<file path="config.mk">
export PLATFORM = sky130hd
export DESIGN_NAME = fetch_stage_flat
export DESIGN_NICKNAME = d
export VERILOG_FILES = /design/src/rtl/cpu_types_pkg.sv /design/src/rtl/fetch_pkg.sv /design/src/rtl/fetch_stage_if.sv /design/src/rtl/ifid_latch.sv /design/src/rtl/fetch_stage.sv /design/src/flat_wrapper.sv
export SDC_FILE = /design/constraint.sdc
export NUM_CORES = 1
export LEC_CHECK = 0
export ABC_AREA = 1
export CAP_MARGIN = 20
export CELL_PAD_IN_SITES_DETAIL_PLACEMENT = 1
export CELL_PAD_IN_SITES_GLOBAL_PLACEMENT = 2
export CORE_MARGIN = 2
export CORE_UTILIZATION = 21
export DETAILED_ROUTE_END_ITERATION = 7
export PLACE_DENSITY_LB_ADDON = 0.1
export SYNTH_ARGS = -nofsm -noshare
export SYNTH_HDL_FRONTEND = slang
export SYNTH_HIERARCHICAL = 1
export SYNTH_SLANG_ARGS = --single-unit
export TNS_END_PERCENT = 20
</file>
<file path="constraint.sdc">
create_clock -name CLK -period 2.1 [get_ports CLK]
set_clock_uncertainty 0.1 [all_clocks]
set_input_delay 0.63 -clock CLK [delete_from_list [all_inputs] [get_ports CLK]]
set_output_delay 0.63 -clock CLK [all_outputs]
set_load 0.02 [all_outputs]
</file>
<file path="src/rtl/cpu_types_pkg.sv">
// Shared CPU-wide types: machine word, opcode field and the HALT opcode.
package cpu_types_pkg;
    typedef logic [31:0] word_t;
    typedef logic [5:0]  opcode_t;

    localparam opcode_t HALT = 6'b111111;
endpackage

</file>
<file path="src/rtl/fetch_pkg.sv">
// Fetch-stage types: state encoding, IF/ID latch contents and the bubble value.
package fetch_pkg;
    import cpu_types_pkg::*;

    typedef enum logic {
        FETCH = 1'b0,
        HOLD  = 1'b1
    } fetch_state_t;

    typedef struct packed {
        word_t instr;
        word_t pc;
        word_t npc;
        logic  valid;
    } ifid_t;

    // An all-zero instruction decodes as a nop, so a bubble is simply zero.
    localparam ifid_t BUBBLE = '0;

    function automatic logic is_halt(input word_t instr);
        return instr[31:26] == HALT;
    endfunction
endpackage

</file>
<file path="src/rtl/fetch_stage_if.sv">
// Instruction-cache request/response bus between the fetch stage (master) and the icache (slave).
interface fetch_stage_if;
    import cpu_types_pkg::*;

    logic  ihit;
    word_t imemload;
    logic  imemREN;
    word_t imemaddr;

    modport master (input ihit, input imemload, output imemREN, output imemaddr);
    modport slave  (output ihit, output imemload, input imemREN, input imemaddr);
endinterface

</file>
<file path="src/rtl/ifid_latch.sv">
// IF/ID pipeline register: squash wins over load, otherwise the contents are held.
module ifid_latch
    import fetch_pkg::*;
(
    input  logic  clk,
    input  logic  srst,
    input  logic  load,
    input  logic  squash,
    input  ifid_t d,
    output ifid_t q
);
    ifid_t ifid_q;
    ifid_t ifid_d;

    always_comb begin
        ifid_d = ifid_q;
        if (squash) begin
            ifid_d = BUBBLE;
        end else if (load) begin
            ifid_d = d;
        end
    end

    always_ff @(posedge clk) begin
        if (srst) begin
            ifid_q <= BUBBLE;
        end else begin
            ifid_q <= ifid_d;
        end
    end

    assign q = ifid_q;
endmodule

</file>
<file path="src/rtl/fetch_stage.sv">
// Instruction fetch stage: PC, FETCH/HOLD state machine and the IF/ID latch.
// Optional performance counters are compiled in with `define FETCH_PERF_CNT_EN.
module fetch_stage
    import cpu_types_pkg::*;
    import fetch_pkg::*;
#(
    parameter word_t PC_INIT = 32'h0000_0000
) (
    input  logic          CLK,
    input  logic          RST,
    fetch_stage_if.master imem,
    input  logic          stall,
    input  logic          flush,
    input  logic          redirect_en,
    input  word_t         redirect_pc,
    output word_t         ifid_instr,
    output word_t         ifid_pc,
    output word_t         ifid_npc,
    output logic          ifid_valid
`ifdef FETCH_PERF_CNT_EN
    ,
    output word_t         fetch_count,
    output word_t         stall_count
`endif
);
    word_t        pc_q, pc_d;
    fetch_state_t state_q, state_d;
    logic         ifid_load;
    logic         ifid_squash;
    ifid_t        ifid_in;
    ifid_t        ifid_out;
    word_t        pc_plus4;

    // Redirect targets are forced to word alignment; the low bits are dropped.
    logic unused_redirect_lsbs;
    assign unused_redirect_lsbs = ^redirect_pc[1:0];

    assign pc_plus4 = pc_q + 32'd4;
    assign ifid_in  = '{instr: imem.imemload, pc: pc_q, npc: pc_plus4, valid: 1'b1};

    // Priority: redirect > flush > stall > ihit.
    always_comb begin
        pc_d        = pc_q;
        state_d     = state_q;
        ifid_load   = 1'b0;
        ifid_squash = 1'b0;
        if (redirect_en) begin
            pc_d        = {redirect_pc[31:2], 2'b00};
            state_d     = FETCH;
            ifid_squash = 1'b1;
        end else if (flush) begin
            ifid_squash = 1'b1;
        end else if (!stall) begin
            if (state_q == FETCH && imem.ihit) begin
                ifid_load = 1'b1;
                pc_d      = pc_plus4;
                if (is_halt(imem.imemload)) begin
                    state_d = HOLD;
                end
            end else begin
                ifid_squash = 1'b1;
            end
        end
    end

    always_ff @(posedge CLK) begin
        if (RST) begin
            pc_q    <= PC_INIT;
            state_q <= FETCH;
        end else begin
            pc_q    <= pc_d;
            state_q <= state_d;
        end
    end

    ifid_latch u_ifid_latch (
        .clk    (CLK),
        .srst   (RST),
        .load   (ifid_load),
        .squash (ifid_squash),
        .d      (ifid_in),
        .q      (ifid_out)
    );

    assign imem.imemaddr = pc_q;
    assign imem.imemREN  = (state_q == FETCH) && !RST;

    assign ifid_instr = ifid_out.instr;
    assign ifid_pc    = ifid_out.pc;
    assign ifid_npc   = ifid_out.npc;
    assign ifid_valid = ifid_out.valid;

`ifdef FETCH_PERF_CNT_EN
    word_t fetch_count_q, fetch_count_d;
    word_t stall_count_q, stall_count_d;

    always_comb begin
        fetch_count_d = fetch_count_q + {31'd0, ifid_load};
        stall_count_d = stall_count_q + {31'd0, stall};
    end

    always_ff @(posedge CLK) begin
        if (RST) begin
            fetch_count_q <= '0;
            stall_count_q <= '0;
        end else begin
            fetch_count_q <= fetch_count_d;
            stall_count_q <= stall_count_d;
        end
    end

    assign fetch_count = fetch_count_q;
    assign stall_count = stall_count_q;
`endif
endmodule

</file>
<file path="src/flat_wrapper.sv">
// flat-port wrapper written by rule: the top's interface ports become plain ports
module fetch_stage_flat import cpu_types_pkg::*; import fetch_pkg::*;
#(
    parameter word_t PC_INIT = 32'h0000_0000
)
  (CLK, RST, stall, flush, redirect_en, redirect_pc, ifid_instr, ifid_pc, ifid_npc, ifid_valid, imem_ihit, imem_imemload, imem_imemREN, imem_imemaddr);
  fetch_stage_if imem_i ();
  input  logic CLK;
  input  logic RST;
  input  logic stall;
  input  logic flush;
  input  logic redirect_en;
  input  word_t redirect_pc;
  output word_t ifid_instr;
  output word_t ifid_pc;
  output word_t ifid_npc;
  output logic ifid_valid;
  input wire logic [$bits(imem_i.ihit)-1:0] imem_ihit;
  input wire logic [$bits(imem_i.imemload)-1:0] imem_imemload;
  output wire logic [$bits(imem_i.imemREN)-1:0] imem_imemREN;
  output wire logic [$bits(imem_i.imemaddr)-1:0] imem_imemaddr;
  assign imem_i.ihit = imem_ihit;
  assign imem_i.imemload = imem_imemload;
  assign imem_imemREN = imem_i.imemREN;
  assign imem_imemaddr = imem_i.imemaddr;
  fetch_stage #(.PC_INIT(PC_INIT)) u_core (.CLK(CLK), .RST(RST), .imem(imem_i), .stall(stall), .flush(flush), .redirect_en(redirect_en), .redirect_pc(redirect_pc), .ifid_instr(ifid_instr), .ifid_pc(ifid_pc), .ifid_npc(ifid_npc), .ifid_valid(ifid_valid));
endmodule
</file>
Yosys cells after proc, flatten, opt, wreduce, memory -nomap -nowiden --
Index checks and enable logic that the tools add are counted.
Storage, ports and cells: register bits 130, latch bits 0, bits in writable memories 0, bits in read-only memories 0, word-level logic and storage cells 35, memories kept 0
Cells by class: add/subtract/negate cells 1, multipliers 0, divide/modulo/power cells 0, order comparisons 0, equality and inequality tests 3, shift operators 0, mux-type cells 12, bitwise logic cells 3, reductions and logical operators 9
Operator list (number):
- $mux W32 | 4
- $add A32 B3 Y32 const B | 1
- $mux W1 | 8
- $eq A6 B6 Y1 const B | 1
- $reduce_and A3 Y1 | 2
- $ne A2 B1 Y1 const B | 2
- $reduce_and A4 Y1 | 1
- $reduce_or A2 Y1 | 2
- $not A1 Y1 | 3
- $logic_and A1 B1 Y1 | 2
- $reduce_bool A2 Y1 | 1
- $logic_not A1 Y1 | 1

Depth between registers and ports, before layout --
word-level depth 7, gate-level depth with buffers 12

By module --
The synthesis kept the hierarchy.
By module, submodules not included:
- ifid_latch | times used 1, cells each 615, area an instance 3956.3 um^2, sequential area each 1941.9 um^2
- fetch_stage | times used 1, cells each 389, area an instance 2306.0 um^2, sequential area each 620.6 um^2

Worst setup path after synthesis --
OpenSTA, ideal clock, no wires.
kind in2reg, start point in imem_ihit, end point reg u_core.u_ifid_latch.ifid_q (netlist bit u_core/u_ifid_latch/q[19]), setup time 113 ps, arrival 1801 ps, data required time 1887 ps, path slack 86 ps, stages 11, cell sequence inv_1 nor2_1 nand2_1 nor2_1 buf_2 buf_2 buf_2 buf_2 nand2_1 nand2_1 nor2_1
On the way: elaborated cells between the ends (all ways) 10, classes of those cells mux (8); reduce/logical (2)
RTL lines:
- start, declared | RTL line flat_wrapper.sv:18 | input wire logic [$bits(imem_i.ihit)-1:0] imem_ihit;
- $logic_and A1 B1 Y1 | RTL line fetch_stage.sv:54 | if (state_q == FETCH && imem.ihit) begin
- $mux W1 | RTL line fetch_stage.sv:54
- $mux W1 | RTL line fetch_stage.sv:53 | end else if (!stall) begin
- $mux W1 | RTL line fetch_stage.sv:51 | end else if (flush) begin
- $mux W1 | RTL line fetch_stage.sv:47 | if (redirect_en) begin
- named net u_core.ifid_load | RTL line fetch_stage.sv:28 | logic ifid_load;
- end signal, assigned | RTL line ifid_latch.sv:28 | ifid_q <= ifid_d;
- end, declared | RTL line ifid_latch.sv:12 | ifid_t ifid_q;
The timed path passes the listed nets, and every way through them passes these cells. A chain may end at the register's enable or synchronous reset.

Worst setup path after layout --
start point in RST, end point out imem_imemREN
On the way: word-level cells in the longest chain between the ends 2
Ends and longest elaborated chain:
- start, declared | RTL line flat_wrapper.sv:9 | input logic RST;
- $logic_not A1 Y1 | RTL line fetch_stage.sv:86 | assign imem.imemREN = (state_q == FETCH) && !RST;
- $logic_and A1 B1 Y1 | RTL line fetch_stage.sv:86
- end, declared | RTL line flat_wrapper.sv:20 | output wire logic [$bits(imem_i.imemREN)-1:0] imem_imemREN;
Every way passes these cells.

==> flow_summary_export.csv <==
group,metric,value,unit
status,outcome,"completed",
route,wl_per_cell,13.6,um
clock_tree,numCtsBuffers,17,
layout,nets,1293,
worst_setup_path,path_max_fanout,2,
placed_design,numPortBuffers,195,
job,cap_violations,0,
route,ant_nets,0,
worst_setup_path,cp_slowest_stage_delay,480,ps
clock_tree,worstSkewPairLatency,430,ps
worst_hold_path,hold_path_class,"register to register",
worst_setup_path,crit_slowest_cell,"clkdlybuf4s50_1",
synth,synth_seq_area_share,40.9,%
clock_tree,cts_buffer_depth,2,
layout,fin_area,9440,um2
synth,synthMuxAreaShare,0,%
worst_setup_path,cp-startpoint,"RST",
placed_design,gp_congestion,0.726,
synth,async_flop_share,0,%
floorplan,die_area,31200,um2
worst_setup_path,worstPathRequired,1370,ps
clock_tree,cts_sinks,128,
pwr,vdd_drop_max,352,uV
route,dr.pass1.iters,4,
layout,syn_to_final_growth,50.7,%
worst_setup_path,ff2ff_path_depth,11,
pwr,fin_total_pwr,6.26,mW
timing,max_freq,492,MHz
synth,netlist.top_cell.by_area,"dfxtp_1",
route,drc,0,
worst_setup_path,path_cells,"clkdlybuf4s50_1 > nor2_1 > buf_2",
global_routing,grtUsageTotal,14.3,%
clock_tree,clock-root-buffer,"clkbuf_16",
synth,yosys.area_share.simple,39.5,%
synth,synthXorXnorAreaFrac,2.82,%
clock_tree,ctsHtreeMaxLevel,4,
synth,synth_edf_count,0,
placed_design,dp_hpwl,16300,um
route,drt_iter0_markers,191,
floorplan,die_w,177,um
synth,syn_area_per_cell,6.24,um2
synth,ys_seq_elements,128,
placed_design,place_inst,1593,
worst_setup_path,cp_data_arrival_time,1300,ps
synth,synth.area.top_cells,"dfxtp_1, nand2_1, nor2_1",
synth,synth_fa_ha_area_share,0.200,%
timing,period_minus_slack,2030,ps
layout,drive_above_1_share,8.74,%
synth,synth_top_area_share,40.9,%
synth,yosysWarnings,6,
synth,synth_top_family_by_area,"simple AND/OR/NAND/NOR gates",
timing,setup_violations,0,
layout,fillCellCount,3754,
worst_setup_path,start_kind,"primary input",
layout,final_util,32.0,%
floorplan,coreArea,29500,um2
timing,drv_slew,0,
floorplan,ios,200,
route,wl,22100,um
route,vias,6323,
floorplan,rows,63,
synth,yosys.cell_count.top_type,"nand2_1",
clock_tree,cts_tree,"built",
worst_hold_path,min_from,"u_core/u_ifid_latch/q[32]",
clock_tree,path_clk_slew,60,ps
clock_tree,postCtsHoldBufs,0,
synth,ys.flop_type,"dfxtp_1",
route,routed_via_density,3.89,
floorplan,initial_utilization,21.2,%
timing,rsz0062_at_grt,"true",
layout,final_cells,1626,
synth,synth.distinct_cells,25,
synth,syn_area,6260,um2
pwr,powerDensity,663,nW/um2
global_routing,grt_overflow,0,
synth,synth_compound_area_share,3.90,%
synth,syn_inst,1004,
global_routing,grt_max_degree,47,
timing,hold_violations,0,
worst_setup_path,crit_end,"imem_imemREN",
global_routing,grt_antenna_before_repair,1,
placed_design,dpl-instance-area,8990,um2
layout,multi_input_area,2940,um2
layout,regArea,2570,um2
worst_setup_path,worst-setup-path-type,"primary input to output pin",
floorplan,die_h,177,um
timing,fin_crit_sh,96.8,%
global_routing,grt_pass1_vias,6238,
global_routing,grt_pass1_wl,34600,um
worst_setup_path,endpoint_kind,"output pin",
worst_setup_path,r2r_end,"u_core/u_ifid_latch/q[27]",
synth,synth_common_cells,"nand2_1, nor2_1, inv_1, dfxtp_1, buf_2",
worst_setup_path,reg2reg_slack,210,ps
worst_setup_path,r2r_start,"u_core/imem.imemaddr[2]",
pwr,power.leakage,4.21,nW
==> sequential cells by signal, indices dropped and copies added (netlist names) <==
register and cells:
u_core/u_ifid_latch/q 97, u_core/state_q 1, u_core/imem.imemaddr 30
==> worst min path at each step <==
stage,to,slack [ps],depth (start not counted)
floorplan,u_core/state_q,400,2
global placement,u_core/u_ifid_latch/q[1],360,2
detailed placement,u_core/u_ifid_latch/q[32],360,2
CTS,u_core/u_ifid_latch/q[32],370,2
global route,u_core/u_ifid_latch/q[5],380,2
finish,u_core/u_ifid_latch/q[32],370,2
==> cells in the final DEF (no fill, tap or decap), types with 2 or more instances in the layout <==
master,n
a21oi_1,23
a31oi_1,7
and2_1,3
buf_12,14
buf_4,31
bufinv_16,2
clkbuf_16,17
clkdlybuf4s50_1,67
clkinv_2,2
clkinv_4,4
clkinvlp_4,2
conb_1,7
dfxtp_1,125
dfxtp_2,3
dlygate4sd2_1,123
dlymetal6s2s_1,4
inv_1,143
inv_6,4
nand2_1,350
nand2_2,4
nand2_4,2
nand3_1,15
nand4_1,2
nor2_1,229
nor2_2,5
nor2_4,10
o21ai_0,17
xnor2_1,3
xor2_1,6
xor2_2,6
==> layer usage <==
layer | vias to the layer above | wire length (um) | track usage (%)
li1 | 3361 | - | -
met1 | 2829 | 11000 | 19.5
met2 | 117 | 9800 | 22.6
met3 | 14 | 1080 | 3.26
met4 | 2 | 221 | 4.03
met5 | - | 10 | 0
==> critical path, delay by kind of cell <==
kind / cells / cell delay, ps
buffers and inverters: 2 / 630
AND/OR/NAND/NOR: 1 / 40
==> where the power goes <==
| part | switching (mW) | internal (mW) | total [mW] |
|---|---|---|---|
| combinational | 0.375 | 0.326 | 0.701 |
| sequential | 0.0491 | 2.47 | 2.52 |
| clock | 1.27 | 1.77 | 3.04 |
==> area by class of cell <==
class                           instances  area share (%)
Multi-Input combinational cell        692            31.2
Timing Repair Buffer                  240            24.5
Clock inverter                         14            1.64
Sequential cell                       128            27.2
Tap cell                              390            5.17
Inverter                              143            5.69
Clock buffer                           18            4.55
Antenna cell                            1          0.0265
==> through the flow <==
stage | TNS [ps] | hold slack, ps | worst slack [ps]
after CTS | -37.8 | 371 | -37.8
after floorplan | 0 | 400 | 85.8
after detailed placement | -29480 | 365 | -381
after global routing | -31.0 | 383 | -31.0
final | 0 | 366 | 68.0
after global placement | -27690 | 357 | -383
==> cells by family after synthesis <==
| kind of cell | after synthesis |
|---|---|
| adders and majority gates | 1 |
| AOI/OAI and AO/OA | 47 |
| DFF | 128 |
| other | 2 |
| xor gates and xnor gates | 15 |
| and+or+nand+nor | 622 |
| buffers and inverters | 189 |
==> what timing repair did <==
action	CTS	global route
gates cloned	0	0
gates resized for setup	128	6
setup endpoints to repair	124	7
pin swaps	0	0
setup buffers	0	0
No activity file was read; power rests on OpenSTA's default activity.
